$ cat src/rtl/rv32v_types_pkg.sv
// Shared types for the RV32V lane sequencer: element offsets and sequencer FSM states.
package rv32v_types_pkg;

   typedef logic [31:0] offset_t;

   typedef enum logic [1:0] {
      ST_IDLE = 2'd0,
      ST_RUN  = 2'd1,
      ST_DONE = 2'd2
   } seq_state_t;

   // Two lanes retire two consecutive elements per RUN cycle.
   localparam offset_t OFFSET_STEP = 32'd2;

endpackage

$ cat src/rtl/rv32v_seq_mask_sel.sv
// Per-lane mask-bit selection from v0 for the two element offsets being issued.
// Only instantiated when RV32V_SEQ_MASK_EN is defined.
module rv32v_seq_mask_sel
   import rv32v_types_pkg::*;
#(
   parameter int unsigned VLMAX = 128
) (
   input  logic             vm,
   input  logic [VLMAX-1:0] mask,
   input  offset_t          off0,
   input  offset_t          off1,
   output logic [1:0]       lane_en
);

   localparam int unsigned IW = (VLMAX > 1) ? $clog2(VLMAX) : 1;

   // Offsets outside the mask register read as inactive.
   function automatic logic mask_bit(input logic [VLMAX-1:0] m, input offset_t off);
      logic b;
      b = 1'b0;
      if (off < offset_t'(VLMAX)) begin
         b = m[off[IW-1:0]];
      end else begin
         b = 1'b0;
      end
      return b;
   endfunction

   // Unmasked operation (vm=1) enables both lanes.
   always_comb begin
      lane_en = 2'b11;
      if (vm) begin
         lane_en = 2'b11;
      end else begin
         lane_en = {mask_bit(mask, off1), mask_bit(mask, off0)};
      end
   end

endmodule

$ cat src/rtl/rv32v_lane_sequencer.sv
// Two-lane vector element sequencer (IDLE -> RUN -> DONE), all outputs registered.
// Optional element masking is enabled by defining RV32V_SEQ_MASK_EN.
module rv32v_lane_sequencer
   import rv32v_types_pkg::*;
#(
   parameter int unsigned VLMAX = 128
) (
   input  logic             CLK,
   input  logic             RST,
   input  logic             start,
   output logic             ready,
   input  logic [31:0]      vl,
   input  logic [31:0]      vstart,
   input  logic             stall,
   input  logic             flush,
`ifdef RV32V_SEQ_MASK_EN
   input  logic             vm,
   input  logic [VLMAX-1:0] mask_v0,
`endif
   output offset_t          woffset0,
   output offset_t          woffset1,
   output logic [1:0]       wen,
   output logic             busy,
   output logic             done
);

   localparam offset_t VLMAX_OFF = offset_t'(VLMAX);

   seq_state_t state_r;
   offset_t    idx_r;
   offset_t    vle_r;

   logic       accept_s;
   offset_t    vl_clamp_s;
   offset_t    base_s;
   offset_t    base_p1_s;
   offset_t    limit_s;
   logic       issue_s;
   logic [1:0] bound_wen_s;
   logic [1:0] next_wen_s;

   // Next element pair: vstart on accept, otherwise two past the current pair.
   always_comb begin
      accept_s   = (state_r == ST_IDLE) && start;
      vl_clamp_s = (vl > VLMAX_OFF) ? VLMAX_OFF : vl;
      if (accept_s) begin
         base_s  = vstart;
         limit_s = vl_clamp_s;
      end else begin
         base_s  = idx_r + OFFSET_STEP;
         limit_s = vle_r;
      end
      base_p1_s   = base_s + 32'd1;
      issue_s     = base_s < limit_s;
      bound_wen_s = {issue_s && (base_p1_s < limit_s), issue_s};
   end

`ifdef RV32V_SEQ_MASK_EN
   logic             vm_r;
   logic [VLMAX-1:0] mask_r;
   logic             vm_src_s;
   logic [VLMAX-1:0] mask_src_s;
   logic [1:0]       lane_en_s;

   // Mask operands come straight from the ports in the accept cycle.
   always_comb begin
      if (accept_s) begin
         vm_src_s   = vm;
         mask_src_s = mask_v0;
      end else begin
         vm_src_s   = vm_r;
         mask_src_s = mask_r;
      end
   end

   rv32v_seq_mask_sel #(
      .VLMAX   (VLMAX)
   ) u_mask_sel (
      .vm      (vm_src_s),
      .mask    (mask_src_s),
      .off0    (base_s),
      .off1    (base_p1_s),
      .lane_en (lane_en_s)
   );

   assign next_wen_s = bound_wen_s & lane_en_s;

   // Mask operands are captured once per instruction.
   always_ff @(posedge CLK) begin
      if (RST) begin
         vm_r   <= 1'b1;
         mask_r <= '0;
      end else if (accept_s && !flush) begin
         vm_r   <= vm;
         mask_r <= mask_v0;
      end else begin
         vm_r   <= vm_r;
         mask_r <= mask_r;
      end
   end
`else
   assign next_wen_s = bound_wen_s;
`endif

   // Sequencer FSM with registered outputs; RST beats flush beats start/stall.
   always_ff @(posedge CLK) begin
      if (RST) begin
         state_r  <= ST_IDLE;
         idx_r    <= 32'd0;
         vle_r    <= 32'd0;
         woffset0 <= 32'd0;
         woffset1 <= 32'd0;
         wen      <= 2'b00;
         busy     <= 1'b0;
         done     <= 1'b0;
         ready    <= 1'b1;
      end else if (flush) begin
         state_r <= ST_IDLE;
         wen     <= 2'b00;
         busy    <= 1'b0;
         done    <= 1'b0;
         ready   <= 1'b1;
      end else begin
         case (state_r)
            ST_IDLE: begin
               if (start) begin
                  vle_r <= vl_clamp_s;
                  idx_r <= vstart;
                  busy  <= 1'b1;
                  ready <= 1'b0;
                  if (issue_s) begin
                     state_r  <= ST_RUN;
                     woffset0 <= base_s;
                     woffset1 <= base_p1_s;
                     wen      <= next_wen_s;
                     done     <= 1'b0;
                  end else begin
                     state_r <= ST_DONE;
                     wen     <= 2'b00;
                     done    <= 1'b1;
                  end
               end else begin
                  done <= 1'b0;
               end
            end
            ST_RUN: begin
               if (stall) begin
                  state_r <= ST_RUN;
               end else if (issue_s) begin
                  idx_r    <= base_s;
                  woffset0 <= base_s;
                  woffset1 <= base_p1_s;
                  wen      <= next_wen_s;
               end else begin
                  state_r <= ST_DONE;
                  wen     <= 2'b00;
                  done    <= 1'b1;
               end
            end
            ST_DONE: begin
               state_r <= ST_IDLE;
               wen     <= 2'b00;
               done    <= 1'b0;
               busy    <= 1'b0;
               ready   <= 1'b1;
            end
            default: begin
               state_r <= ST_IDLE;
               wen     <= 2'b00;
               done    <= 1'b0;
               busy    <= 1'b0;
               ready   <= 1'b1;
            end
         endcase
      end
   end

endmodule

$ cat config.mk
export PLATFORM = sky130hd
export DESIGN_NAME = rv32v_lane_sequencer
export DESIGN_NICKNAME = d
export VERILOG_FILES = /design/src/rtl/rv32v_types_pkg.sv /design/src/rtl/rv32v_seq_mask_sel.sv /design/src/rtl/rv32v_lane_sequencer.sv
export SDC_FILE = /design/constraint.sdc
export NUM_CORES = 1
export LEC_CHECK = 0
export ABC_AREA = 1
export ABC_CLOCK_PERIOD_IN_PS = 5900
export BUFFER_PORTS_ARGS = -buffer_cell sky130_fd_sc_hd__buf_2
export CAP_MARGIN = 20
export CORE_ASPECT_RATIO = 1.2
export CORE_MARGIN = 2
export CORE_UTILIZATION = 30
export CTS_BUF_LIST = sky130_fd_sc_hd__clkbuf_8
export DETAILED_ROUTE_END_ITERATION = 6
export GPL_TIMING_DRIVEN = 0
export MAX_ROUTING_LAYER = met4
export PLACE_DENSITY = 0.46
export SLEW_MARGIN = 20
export SYNTH_ARGS = -nofsm -noshare
export SYNTH_HDL_FRONTEND = slang
export SYNTH_SLANG_ARGS = --single-unit
$ cat constraint.sdc
create_clock -name CLK -period 5.9 [get_ports CLK]
set_input_delay 1.18 -clock CLK [delete_from_list [all_inputs] [get_ports CLK]]
set_output_delay 1.18 -clock CLK [all_outputs]
set_load 0.005 [all_outputs]
# After elaboration in Yosys (flattened, before gate mapping)
# Cells that the tools add are included.
word_totals:
  romBits: 0
  output_inout_bits: 69
  input_bits: 69
  mem_bits_rw: 0
  reg_bits: 135
  latch_bits: 0
  elab_cells: 67
  mem_count: 0
op_classes:
  mux: 33
  shifts: 0
  magnitude_cmp: 3
  mul: 0
  bitwise_logic: 2
  n_div: 0
  n_reduce_logical: 12
  n_eq_ne: 6
  addsub: 2
ops:
  columns: ["cell", "count"]
  rows:
  - ["$mux W32", 12]
  - ["$pmux W32 S2", 3]
  - ["$lt A32 B32 Y1", 2]
  - ["$add A32 B1 Y32 const B", 1]
  - ["$add A32 B2 Y32 const B", 1]
  - ["$gt A32 B8 Y1 const B", 1]
  - ["$mux W2", 7]
  - ["$ne A2 B2 Y1 const B", 4]
  - ["$pmux W2 S2", 2]
  - ["$reduce_and A2 Y1", 4]
  - ["$mux W1", 6]
  - ["$pmux W1 S2", 3]
  - ["$reduce_and A5 Y1", 1]
  - ["$reduce_and A4 Y1", 1]
  - ["$ne A3 B3 Y1 const B", 1]
  - ["$reduce_and A3 Y1", 1]
  - ["$eq A2 B1 Y1 const B", 1]
  - ["$logic_and A1 B1 Y1", 2]
  - ["$logic_not A2 Y1", 1]
  - ["$not A1 Y1", 2]
  - ["$reduce_bool A2 Y1", 1]
  - ["$reduce_or A2 Y1", 1]

# Longest topological paths before layout
# Gate-level depths: netlist (run 1).
logic_depth:
  ltp_word: 9
  mapped_depth: 28
  ltp_nobuf: 28

# Worst setup path after synthesis (run 1)
# OpenSTA, ideal clock, no wires.
synth_timing:
  kind: "input to register"
  from: "input start"
  to: "register idx_r[1]"
  setup_ns: 0.115
  cell_stages: 18
  setup_slack_ns: 1.530
  required_ns: 5.785
  path_buffers: 7
  arrival_time_ns: 4.255
  path_cell_list: "nand2_1 -> buf_6 -> buf_6 -> buf_6 -> clkbuf_1 -> clkbuf_1 -> nand2_1 -> ha_1 -> a21oi_1 -> o21a_1 -> nor2_1 -> or4_1 -> a21oi_1 -> nand3_1 -> buf_4 -> buf_2 -> a21oi_1 -> nor2_1"
synth_via:
  elab_chain_len: 5
  word_cells_on_any_way: 10
  classes_between: "order compare (1); eq/ne (2); mux (5); reduce/logical (2)"
synth_rtl:
  columns: ["item", "line_no", "source"]
  rows:
  - ["start, declared", "rv32v_lane_sequencer.sv:10", "input logic start,"]
  - ["$logic_and A1 B1 Y1", "rv32v_lane_sequencer.sv:44", "accept_s = (state_r == ST_IDLE) && start;"]
  - ["$mux W32", "rv32v_lane_sequencer.sv:46", "if (accept_s) begin"]
  - ["$lt A32 B32 Y1 or $mux W32 (tied branches)", "rv32v_lane_sequencer.sv:54, rv32v_lane_sequencer.sv:149", null]
  - ["$ne A2 B2 Y1 (no line) or $mux W32 (tied branches)", null, null]
  - ["$reduce_and A5 Y1 (no line) or $pmux W32 S2 (tied branches)", null, null]
  - ["end signal, assigned", "rv32v_lane_sequencer.sv:128", "idx_r <= vstart;"]
  - ["end signal, assigned", "rv32v_lane_sequencer.sv:150", "idx_r <= base_s;"]
  - ["end, declared", "rv32v_lane_sequencer.sv:30", "offset_t idx_r;"]
# Several ways; a longest one is shown, not always the timed one. The select of a mux whose other input is x is not followed.
# A chain may end at the register's enable or synchronous reset.

# Final worst setup path (run 1)
layout_timing:
  from: "input start"
  to: "register woffset0[30]"
layout_via:
  elab_chain_len: 6
  word_cells_on_any_way: 10
  classes_between: "order compare (1); eq/ne (1); mux (6); reduce/logical (2)"
layout_rtl:
  columns: ["item", "line_no", "source"]
  rows:
  - ["$logic_and A1 B1 Y1", "rv32v_lane_sequencer.sv:44", null]
  - ["$mux W32", "rv32v_lane_sequencer.sv:46", null]
  - ["$lt A32 B32 Y1", "rv32v_lane_sequencer.sv:54", "issue_s = base_s < limit_s;"]
  - ["$mux W32", "rv32v_lane_sequencer.sv:131, rv32v_lane_sequencer.sv:149", null]
  - ["$mux W32, on equally long branches", "rv32v_lane_sequencer.sv:147, rv32v_lane_sequencer.sv:126", null]
  - ["$pmux W32 S2", "rv32v_lane_sequencer.sv:124", "case (state_r)"]
  - ["end signal, assigned", "rv32v_lane_sequencer.sv:133", "woffset0 <= base_s;"]
  - ["end signal, assigned", "rv32v_lane_sequencer.sv:151", "woffset0 <= base_s;"]
  - ["end, declared", "rv32v_lane_sequencer.sv:20", "output offset_t woffset0,"]
# Several ways; a longest one is shown, not always the timed one. The select of a mux whose other input is x is not followed.

==> flow_metrics.py, run 1 <==
metrics = {
    "status": {
        "status": "completed",
    },
    "placement": {
        "hpwl_mm": 30.1,
        "io_buffers": 136,
        "gp_congestion": 0.929,
    },
    "setup_path": {
        "crit-reg2reg-launch": "idx_r[1]",
        "crit_fanout": 10,
        "r2r_slack_ns": 0.73,
        "cpPeakStageDelay_ns": 0.59,
        "endpoint_kind": "flop",
        "crit_start": "start",
        "cp.depth": 19,
        "required_ns": 6.31,
        "path_cells": "buf_2, nand2_1, buf_6, buf_6, buf_6, clkbuf_1, buf_1, nand2_1, ha_1, a21oi_1, o21ai_0, nand4_1, a21oi_1, or4_1, a21oi_1, buf_2, buf_2, nand4_1, a21oi_1",
        "crit_slowest_cell": "clkbuf_1",
        "cp.buffers_inverters": 8,
        "crit_path_start_kind": "input pin",
        "cpMostUsedCell": "a21oi_1",
        "cpLargestDelayFamily": "buffers and inverters",
        "critPathArrivalTime_ns": 5.72,
        "rr_worst_depth": 21,
        "crit_type": "input pin to flop",
    },
    "power": {
        "power_switching_mw": 1.20,
        "p_sw_share_pct": 40.2,
        "vdd_drop_max_mv": 0.138,
        "p_int_mw": 1.78,
        "power_frac_clock_pct": 29.3,
        "pwr-share-seq_pct": 34.8,
        "power.leakage_nw": 5.05,
        "p_per_area_nw_per_um2": 268,
        "p_comb_share_pct": 35.9,
    },
    "timing": {
        "fmax_mhz": 189,
        "max_slew.worst_pin.slew_ns": 0.958,
        "finalCritPeriodShare_pct": 89.9,
        "holdWs_ns": 0.440,
        "clock_skew_ns": 0.0301,
        "drv_slew": 0,
        "slew_headroom_pct": 35.9,
        "fin_tns_setup_ns": 0,
        "hold_viol_final": 0,
        "period_minus_slack_ns": 5.30,
        "rsz0062_at_grt": "no",
        "setup_viol": 0,
    },
    "clock_tree": {
        "numCtsBuffers": 17,
        "clkTransAtPathRegs_ns": 0.08,
        "cts_max_level": 4,
        "postCtsSetupRepairBufs": 0,
        "clockBufferDepth": 2,
        "cts_num_sinks": 135,
        "clock-root-buffer": "clkbuf_8",
        "postCtsHoldBufs": 0,
        "cts_tree": "yes",
        "post_cts_resized": 0,
        "clock_latency_ns": 0.50,
    },
    "grt": {
        "antenna_found_initial": 0,
        "grt_pass1_wl_mm": 56.5,
        "grt.overflow.total": 0,
        "grtUsageTotal_pct": 23.1,
        "grt_pass1_vias": 9803,
        "grt_max_degree": 17,
    },
    "routing": {
        "vias_per_cell": 4.89,
        "num_vias": 9961,
        "ant_nets": 0,
        "wire_per_inst_um": 18.2,
        "wl_mm": 37.1,
        "drtIter0Drc": 668,
        "route.detailed.drc": 0,
        "drt-pass1-iter-count": 5,
    },
    "yosys": {
        "synth_edf_count": 0,
        "netlist_area_um2": 9550,
        "ys_seq_area_share_pct": 28.3,
        "async_flop_share_pct": 0,
        "synth_cell_types": 46,
        "yosysWarningCount": 0,
        "syn-num-nets": 1604,
        "synthCells": 1471,
        "synth_flop_cell": "dfxtp_1",
        "post_synth.cell_area_avg_um2": 6.49,
        "ys_ff_latch": 135,
    },
    "cells_and_area": {
        "diodes": 0,
        "drive_gt1_share_pct": 18.6,
        "final_core_util_pct": 35.6,
        "area_growth_pct": 16.8,
        "nNetsFinal": 1759,
    },
    "job": {
        "drv_cap": 0,
    },
    "floorplanning": {
        "die_height_um": 199,
        "die_area_um2": 33300,
        "fp.dieW_um": 167,
        "io_pins": 138,
        "core_um2": 31400,
        "initial_core_util_pct": 30.4,
        "num_rows": 71,
    },
    "hold_path": {
        "min_path_type": "flop to flop",
        "min_path_cells": 2,
        "worstHoldStart": "vle_r[27]",
    },
}
-- cells by family after synthesis --
logic type	synth area share, %
AND/OR/NAND/NOR	37.2
AO/OA/AOI/OAI	12.1
XOR/XNOR	3.74
adder cells (fa/ha/maj)	8.39
flip-flops	28.3
buffers and inverters	10.3
-- synthesized netlist by cell type, types with 2 or more instances --
cell | instances | share of area (%)
nand2_1 | 396 | 16
nor2_1 | 179 | 7.0
dfxtp_1 | 135 | 28
a21oi_1 | 115 | 6.0
inv_1 | 113 | 4.4
nand3_1 | 84 | 4.4
nand4_1 | 68 | 4.5
ha_1 | 64 | 8.4
o21ai_0 | 50 | 2.6
clkbuf_1 | 40 | 1.6
inv_2 | 36 | 1.4
xor2_1 | 36 | 3.3
nor2_2 | 16 | 1.0
buf_2 | 14 | 0.73
nor3_1 | 14 | 0.73
buf_6 | 11 | 1.3
o21ai_2 | 10 | 0.92
nor3_2 | 9 | 0.94
or2_2 | 9 | 0.59
nand2_2 | 8 | 0.52
clkinv_1 | 6 | 0.24
nor2_4 | 6 | 0.71
o21ai_1 | 6 | 0.31
buf_4 | 5 | 0.39
a211oi_1 | 4 | 0.31
nor4_1 | 4 | 0.26
o21ai_4 | 4 | 0.68
o21a_1 | 3 | 0.24
a2111oi_0 | 2 | 0.18
a31oi_1 | 2 | 0.13
buf_1 | 2 | 0.079
clkinv_2 | 2 | 0.10
nand3_2 | 2 | 0.21
nor3_4 | 2 | 0.34
o221ai_1 | 2 | 0.18
xor2_2 | 2 | 0.34
-- cells in the final DEF, fill, tap and decap left out, drive strengths merged, types with 4 or more instances in the layout --
cell type and n:
or2 11, ha 64, clkbuf 60, nor2 201, clkinv 13, a21oi 115, nand3 86, nor3 25
nand2 404, nand4 68, o21ai 70, xor2 38, buf 168, inv 149, a211oi 4, nor4 4
dfxtp 135
-- final cells by class --
type	count	area, µm²
clock inverters	11	149
clock buffers	20	275
inverters	157	592
well taps	401	502
flip-flops and latches	135	2700
repair buffers	136	681
fillers	3493	20200
multi-input cells	1107	5860
plain buffers	72	389
-- state kept, by name, summed over array words and instances (netlist names), 2 cells and up --
name,cells
idx_r,32
vle_r,32
woffset0,32
woffset1,32
state_r,2
wen,2
-- metrics by stage --
step	instance area, µm²	std cells	power, mW	setup slack, ns
after floorplan	9550	1471	1.76	1.53
after global placement	10700	2008	2.12	0.0531
after detailed placement	10700	2008	2.13	0.0692
after CTS	11200	2039	3.00	0.557
after global routing	11200	2039	3.18	0.372
final	11200	2039	2.98	0.595
-- path summary, 6_finish.rpt --
check                  to
min reg2reg     vle_r[27]
max          woffset0[30]
max reg2reg  woffset0[30]
min             vle_r[27]
-- power by group through the flow --
stage               Combinational, mW  Clock [mW]  Sequential [mW]
floorplan                       0.709           0             1.05
global placement                 1.06           0             1.06
detailed placement               1.07           0             1.06
CTS                              1.07       0.886             1.04
global route                     1.20       0.925             1.05
finish                           1.07       0.873             1.04
-- tightest hold or removal path: stages (launching register included) --
cell and delay [ns]:
dfxtp_1 0.31, nand2_1 0.06, nor2_1 0.03
-- routing by layer --
layer / up-vias / part of all wire [%] / global-route usage (%) / routed length (µm)
li1: 5092 / - / - / -
met1: 4641 / 44 / 27.5 / 16400
met2: 186 / 51 / 41.3 / 18900
met3: 42 / 3.2 / 2.61 / 1200
met4: 0 / 1.8 / 6.29 / 667
met5: - / 0 / - / 0
Power figures use the tool's default switching activity.
==> inputs of run 2 (changes only) <==
- BUFFER_PORTS_ARGS: -buffer_cell sky130_fd_sc_hd__buf_2 -> default
- DONT_BUFFER_PORTS: default -> 1
- PLACE_DENSITY: 0.46 -> 0.43
==> flow_metrics.py, run 2 (synthesized netlist as in run 1, its figures left out) <==
metrics = {
    "status": {
        "status": "completed",
    },
    "clock_tree": {
        "clock_latency_ns": 0.50,
        "clockBufferDepth": 2,
        "post_cts_resized": 0,
        "clkTransAtPathRegs_ns": 0.08,
        "postCtsSetupRepairBufs": 0,
        "numCtsBuffers": 17,
        "cts_num_sinks": 135,
        "cts_tree": "yes",
        "cts_max_level": 4,
        "clock-root-buffer": "clkbuf_8",
        "postCtsHoldBufs": 0,
    },
    "timing": {
        "drv_slew": 0,
        "setup_viol": 0,
        "fmax_mhz": 193,
        "clock_skew_ns": 0.0172,
        "slew_headroom_pct": 43.5,
        "setup_slack_ns": 0.708,
        "period_minus_slack_ns": 5.19,
        "hold_viol_final": 0,
        "fin_tns_setup_ns": 0,
        "finalCritPeriodShare_pct": 88.0,
        "rsz0062_at_grt": "no",
        "max_slew.worst_pin.slew_ns": 0.844,
    },
    "setup_path": {
        "required_ns": 6.33,
        "endpoint_kind": "flop",
        "crit_type": "input pin to flop",
        "cpLargestDelayFamily": "buffers and inverters",
        "reg2reg_to": "woffset0[30]",
        "r2r_slack_ns": 0.82,
        "crit_path_start_kind": "input pin",
        "cp.buffers_inverters": 7,
        "crit_fanout": 10,
        "cpPeakStageDelay_ns": 0.64,
        "crit-reg2reg-launch": "idx_r[1]",
        "cpMostUsedCell": "a21oi_1",
        "crit_slowest_cell": "clkbuf_1",
        "path_cells": "nand2_1, buf_6, buf_6, buf_6, clkbuf_1, buf_1, nand2_1, ha_1, a21oi_1, o21ai_0, nand4_1, a21oi_1, or4_1, a21oi_1, buf_2, buf_2, nand4_1, a21oi_1",
        "critPathArrivalTime_ns": 5.62,
        "rr_worst_depth": 21,
    },
    "power": {
        "power.leakage_nw": 4.39,
        "p_per_area_nw_per_um2": 275,
        "vdd_drop_max_mv": 0.152,
    },
    "grt": {
        "grt_pass1_vias": 9677,
        "grt.overflow.total": 0,
        "grt_max_degree": 17,
        "use_met1_pct": 26.1,
        "grt_pass1_wl_mm": 56.0,
        "top_usage_layer": "met2",
        "grtUsageTotal_pct": 23.1,
        "use_met2_pct": 39.3,
        "antenna_found_initial": 0,
        "grtUsageMet3_pct": 3.90,
    },
    "routing": {
        "drtIter0Drc": 473,
        "drt-pass1-iter-count": 5,
        "route.detailed.drc": 0,
        "wl_mm": 36.8,
        "ant_nets": 0,
        "wire_per_inst_um": 19.3,
        "vias_per_cell": 4.96,
        "num_vias": 9439,
    },
    "placement": {
        "hpwl_mm": 29.8,
        "gp_congestion": 0.920,
        "dp_slack_ns": 0.0433,
        "io_buffers": 0,
    },
    "cells_and_area": {
        "nNetsFinal": 1623,
        "diodes": 0,
        "layout_common_cells": "396 x nand2_1, 179 x nor2_1, 135 x dfxtp_1, 115 x a21oi_1, 113 x inv_1",
        "final_common_cell": "nand2_1",
        "area_growth_pct": 9.42,
        "fillers": 3505,
        "drive_gt1_share_pct": 11.3,
    },
    "hold_path": {
        "min_path_cells": 2,
        "min_path_type": "flop to flop",
        "worstHoldStart": "vle_r[12]",
        "holdPathEnd": "vle_r[12]",
    },
    "job": {
        "drv_cap": 0,
    },
    "floorplanning": {
        "die_height_um": 199,
        "fp.dieW_um": 167,
        "num_rows": 71,
        "core_um2": 31400,
        "die_area_um2": 33300,
        "io_pins": 138,
        "initial_core_util_pct": 30.4,
    },
}
==> run 2: changes by cell type in the layout (fill, tap and decap cells not counted) <==
cell        before  now
inv_6            0    3
clkinv_4         3    1
buf_2          150   14
clkbuf_8        20   18
bufinv_16        3    2
clkinvlp_4       3    6
==> run 2: where the power goes <==
part	switching (mW)	leakage (nW)	internal (mW)
combinational	0.690	3.11	0.311
clock	0.433	0.184	0.388
sequential	0.0634	1.10	0.985
==> run 2: final cells by class <==
type | count | area (µm²) | area share [%]
plain buffers | 72 | 389 | 3.73
clock buffers | 18 | 248 | 2.37
clock inverters | 14 | 150 | 1.44
inverters | 157 | 592 | 5.67
multi-input cells | 1107 | 5860 | 56.1
flip-flops and latches | 135 | 2700 | 25.9
well taps | 401 | 502 | 4.80
==> run 2: worst register-to-register path: cells and delay by family (launching register included) <==
| kind | cells | cell delay (ns) |
|---|---|---|
| fa+ha+maj | 2 | 0.64 |
| flops | 1 | 0.40 |
| simple gates | 10 | 2.02 |
| xor+xnor | 1 | 0.20 |
| buf+inv | 4 | 0.95 |
| compound gates | 4 | 0.80 |
==> run 2: worst max path at each step <==
| stage | cells after the start | slack, ns | from | endpoint |
|---|---|---|---|---|
| after floorplan | 18 | 1.53 | start | idx_r[1] |
| after global placement | 18 | 0.08 | start | woffset0[30] |
| after detailed placement | 18 | 0.04 | start | woffset0[30] |
| after CTS | 18 | 0.59 | start | woffset0[30] |
| after global routing | 21 | 0.34 | idx_r[1] | woffset0[30] |
| final | 18 | 0.71 | start | woffset0[30] |
==> run 2: stage by stage <==
stage / instances / power, mW / hold WS, ns / instance area (µm²) / util, %
floorplan: 1471 / 1.76 / 0.418 / 9550 / -
global placement: 1872 / 2.06 / 0.428 / 10000 / 32.0
detailed placement: 1872 / 2.07 / 0.429 / 10000 / 32.0
CTS: 1904 / 2.90 / 0.443 / 10400 / 33.3
global route: 1904 / 3.06 / 0.466 / 10400 / 33.3
finish: 1904 / 2.87 / 0.443 / 10400 / 33.3
==> run 2: routing by layer <==
layer / share of wire [%] / wire length [µm]
met3: 4.7 / 1730
met2: 48 / 17700
met5: 0 / 0
met1: 43 / 15700
met4: 4.6 / 1710
==> inputs of run 3 (changes only) <==
- ABC_AREA: 1 -> default
==> flow_metrics.py, run 3 <==
metrics = {
    "status": {
        "status": "completed",
    },
    "cells_and_area": {
        "nNetsFinal": 1254,
        "fillers": 3014,
        "area_growth_pct": 13.5,
        "diodes": 0,
        "layout_common_cells": "143 x nand2_1, 135 x dfxtp_1, 118 x nor2_1, 82 x a21oi_1, 63 x ha_1",
        "final_common_cell": "nand2_1",
        "drive_gt1_share_pct": 8.82,
    },
    "timing": {
        "clock_skew_ns": 0.0243,
        "setup_slack_ns": 0.157,
        "max_slew.worst_pin.slew_ns": 1.17,
        "fmax_mhz": 174,
        "period_minus_slack_ns": 5.74,
        "finalCritPeriodShare_pct": 97.3,
        "setup_viol": 0,
        "hold_viol_final": 0,
        "slew_headroom_pct": 20.8,
        "drv_slew": 0,
    },
    "routing": {
        "route.detailed.drc": 0,
        "wire_per_inst_um": 22.0,
        "num_vias": 8170,
        "vias_per_cell": 5.40,
        "ant_nets": 0,
        "wl_mm": 33.4,
        "drtIter0Drc": 474,
        "drt-pass1-iter-count": 5,
    },
    "grt": {
        "antenna_found_initial": 0,
        "grtUsageTotal_pct": 23.3,
        "grt_max_degree": 17,
        "grt.overflow.total": 0,
        "grt_pass1_vias": 8130,
        "grt_pass1_wl_mm": 50.3,
    },
    "clock_tree": {
        "clock_latency_ns": 0.49,
        "cts_max_level": 4,
        "clock-root-buffer": "clkbuf_8",
        "cts_num_sinks": 135,
        "cts_tree": "yes",
        "clockBufferDepth": 2,
        "numCtsBuffers": 17,
        "clkTransAtPathRegs_ns": 0.08,
    },
    "yosys": {
        "yosysTopAreaCell": "dfxtp_1",
        "post_synth.cell_area_avg_um2": 7.82,
        "synthCells": 1098,
        "syn-num-nets": 1231,
        "netlist_area_um2": 8580,
        "synth_flop_cell": "dfxtp_1",
        "synth_edf_count": 0,
        "ys_seq_area_share_pct": 31.5,
        "ys_ff_latch": 135,
        "synth.most_common_cell": "nand2_1",
        "synthDominantCellAreaShare_pct": 31.5,
        "async_flop_share_pct": 0,
        "yosysWarningCount": 0,
        "synth_cell_types": 64,
        "ys_top_cells_by_area": "dfxtp_1 31%, ha_1 9.3%, nand2_1 6.3%, nor2_1 5.2%, a21oi_1 5.0%",
        "yosys-top-cells-count": "143 x nand2_1, 135 x dfxtp_1, 118 x nor2_1",
    },
    "placement": {
        "dp_slack_ns": -2.56,
        "gp_congestion": 0.890,
        "hpwl_mm": 26.2,
        "io_buffers": 0,
    },
    "setup_path": {
        "path_cells": "or3b_2, clkbuf_1, buf_6, clkbuf_4, buf_4, a21oi_4, ha_2, nand3_1, o31ai_2, and4_4, nand4b_1, nor4_1, xor2_1, ha_1, nand2_1, nor4_4, o2111ai_1, o21a_1, nand4b_1, a21oi_1",
        "crit_path_start_kind": "input pin",
        "cpPeakStageDelay_ns": 0.46,
        "crit_slowest_cell": "o31ai_2",
        "endpoint_kind": "flop",
        "critPathArrivalTime_ns": 6.11,
        "cpMostUsedCell": "nand4b_1",
        "crit_fanout": 10,
        "required_ns": 6.27,
        "crit_type": "input pin to flop",
    },
    "power": {
        "vdd_drop_max_mv": 0.138,
        "power.leakage_nw": 3.58,
        "power_mw": 2.67,
        "p_per_area_nw_per_um2": 274,
    },
    "hold_path": {
        "min_path_type": "flop to flop",
    },
    "floorplanning": {
        "initial_core_util_pct": 30.6,
        "core_um2": 28100,
        "die_area_um2": 30000,
        "num_rows": 67,
        "die_height_um": 189,
        "io_pins": 138,
        "fp.dieW_um": 158,
    },
    "job": {
        "drv_cap": 0,
    },
}
## run 3: worst max-delay path, delay by kind of cell
| family | cells | cell delay (ns) |
|---|---|---|
| adders and majority gates | 2 | 0.61 |
| AOI/OAI and AO/OA | 5 | 1.17 |
| buffers and inverters | 4 | 0.87 |
| xor gates and xnor gates | 1 | 0.21 |
| and+or+nand+nor | 8 | 2.05 |
## run 3: area by class of cell
cell class	count	area [µm²]	share of cell area, %
clock inverters	14	160	1.64
clock buffers	18	248	2.54
multi-input cells	870	5730	58.8
plain buffers	71	314	3.22
inverters	22	82.6	0.848
well taps	379	474	4.87
repair buffers	4	30.0	0.308
flip-flops and latches	135	2700	27.7
## run 3: per-layer routing
layer	GRT usage [%]	part of all wire (%)
met1	28.7	43
met2	37.1	48
met3	4.88	5.0
met4	9.63	3.7
met5	-	0
## run 3: worst paths after layout
check,endpoint,slack [ns],cells after the start,from
worst max-delay path,wen[1],0.16,20,start
worst min-delay path,vle_r[4],0.46,2,vle_r[4]
worst max register to register,wen[1],0.32,20,idx_r[2]
worst min register to register,vle_r[4],0.46,2,vle_r[4]
## run 3: what timing repair did
| item | in CTS | in global routing |
|---|---|---|
| hold buffers | 0 | 0 |
| buffers inserted | 3 | 1 |
| pin swaps | 1 | 2 |
| setup endpoints to repair | 97 | 96 |
| gates resized for setup | 36 | 29 |
## run 3: stage by stage
stage	cells	TNS, ns	instance area, µm²	util (%)	hold WS [ns]
3_5_place_dp	1477	-130.65	9060	32.3	0.443
5_1_grt	1513	-0.00569	9740	34.7	0.477
4_1_cts	1512	0	9630	34.3	0.462
3_3_place_gp	1477	-140.15	9060	32.2	0.441
2_1_floorplan	1098	0	8580	-	0.430
6_report	1513	0	9740	34.7	0.459
## run 3: power breakdown
group / internal [mW] / switching, mW / total, mW
sequential: 0.979 / 0.0665 / 1.05
combinational: 0.273 / 0.517 / 0.790
clock: 0.424 / 0.411 / 0.835
total: 1.68 / 0.994 / 2.67
## run 3: kinds of logic after synthesis
| kind of cell | after synthesis | share of synthesized area (%) |
|---|---|---|
| xor gates and xnor gates | 40 | 4.08 |
| muxes | 33 | 3.88 |
| buffers and inverters | 93 | 4.23 |
| AOI/OAI and AO/OA | 257 | 19.8 |
| adders and majority gates | 64 | 9.33 |
| DFF | 135 | 31.5 |
| and+or+nand+nor | 476 | 27.2 |
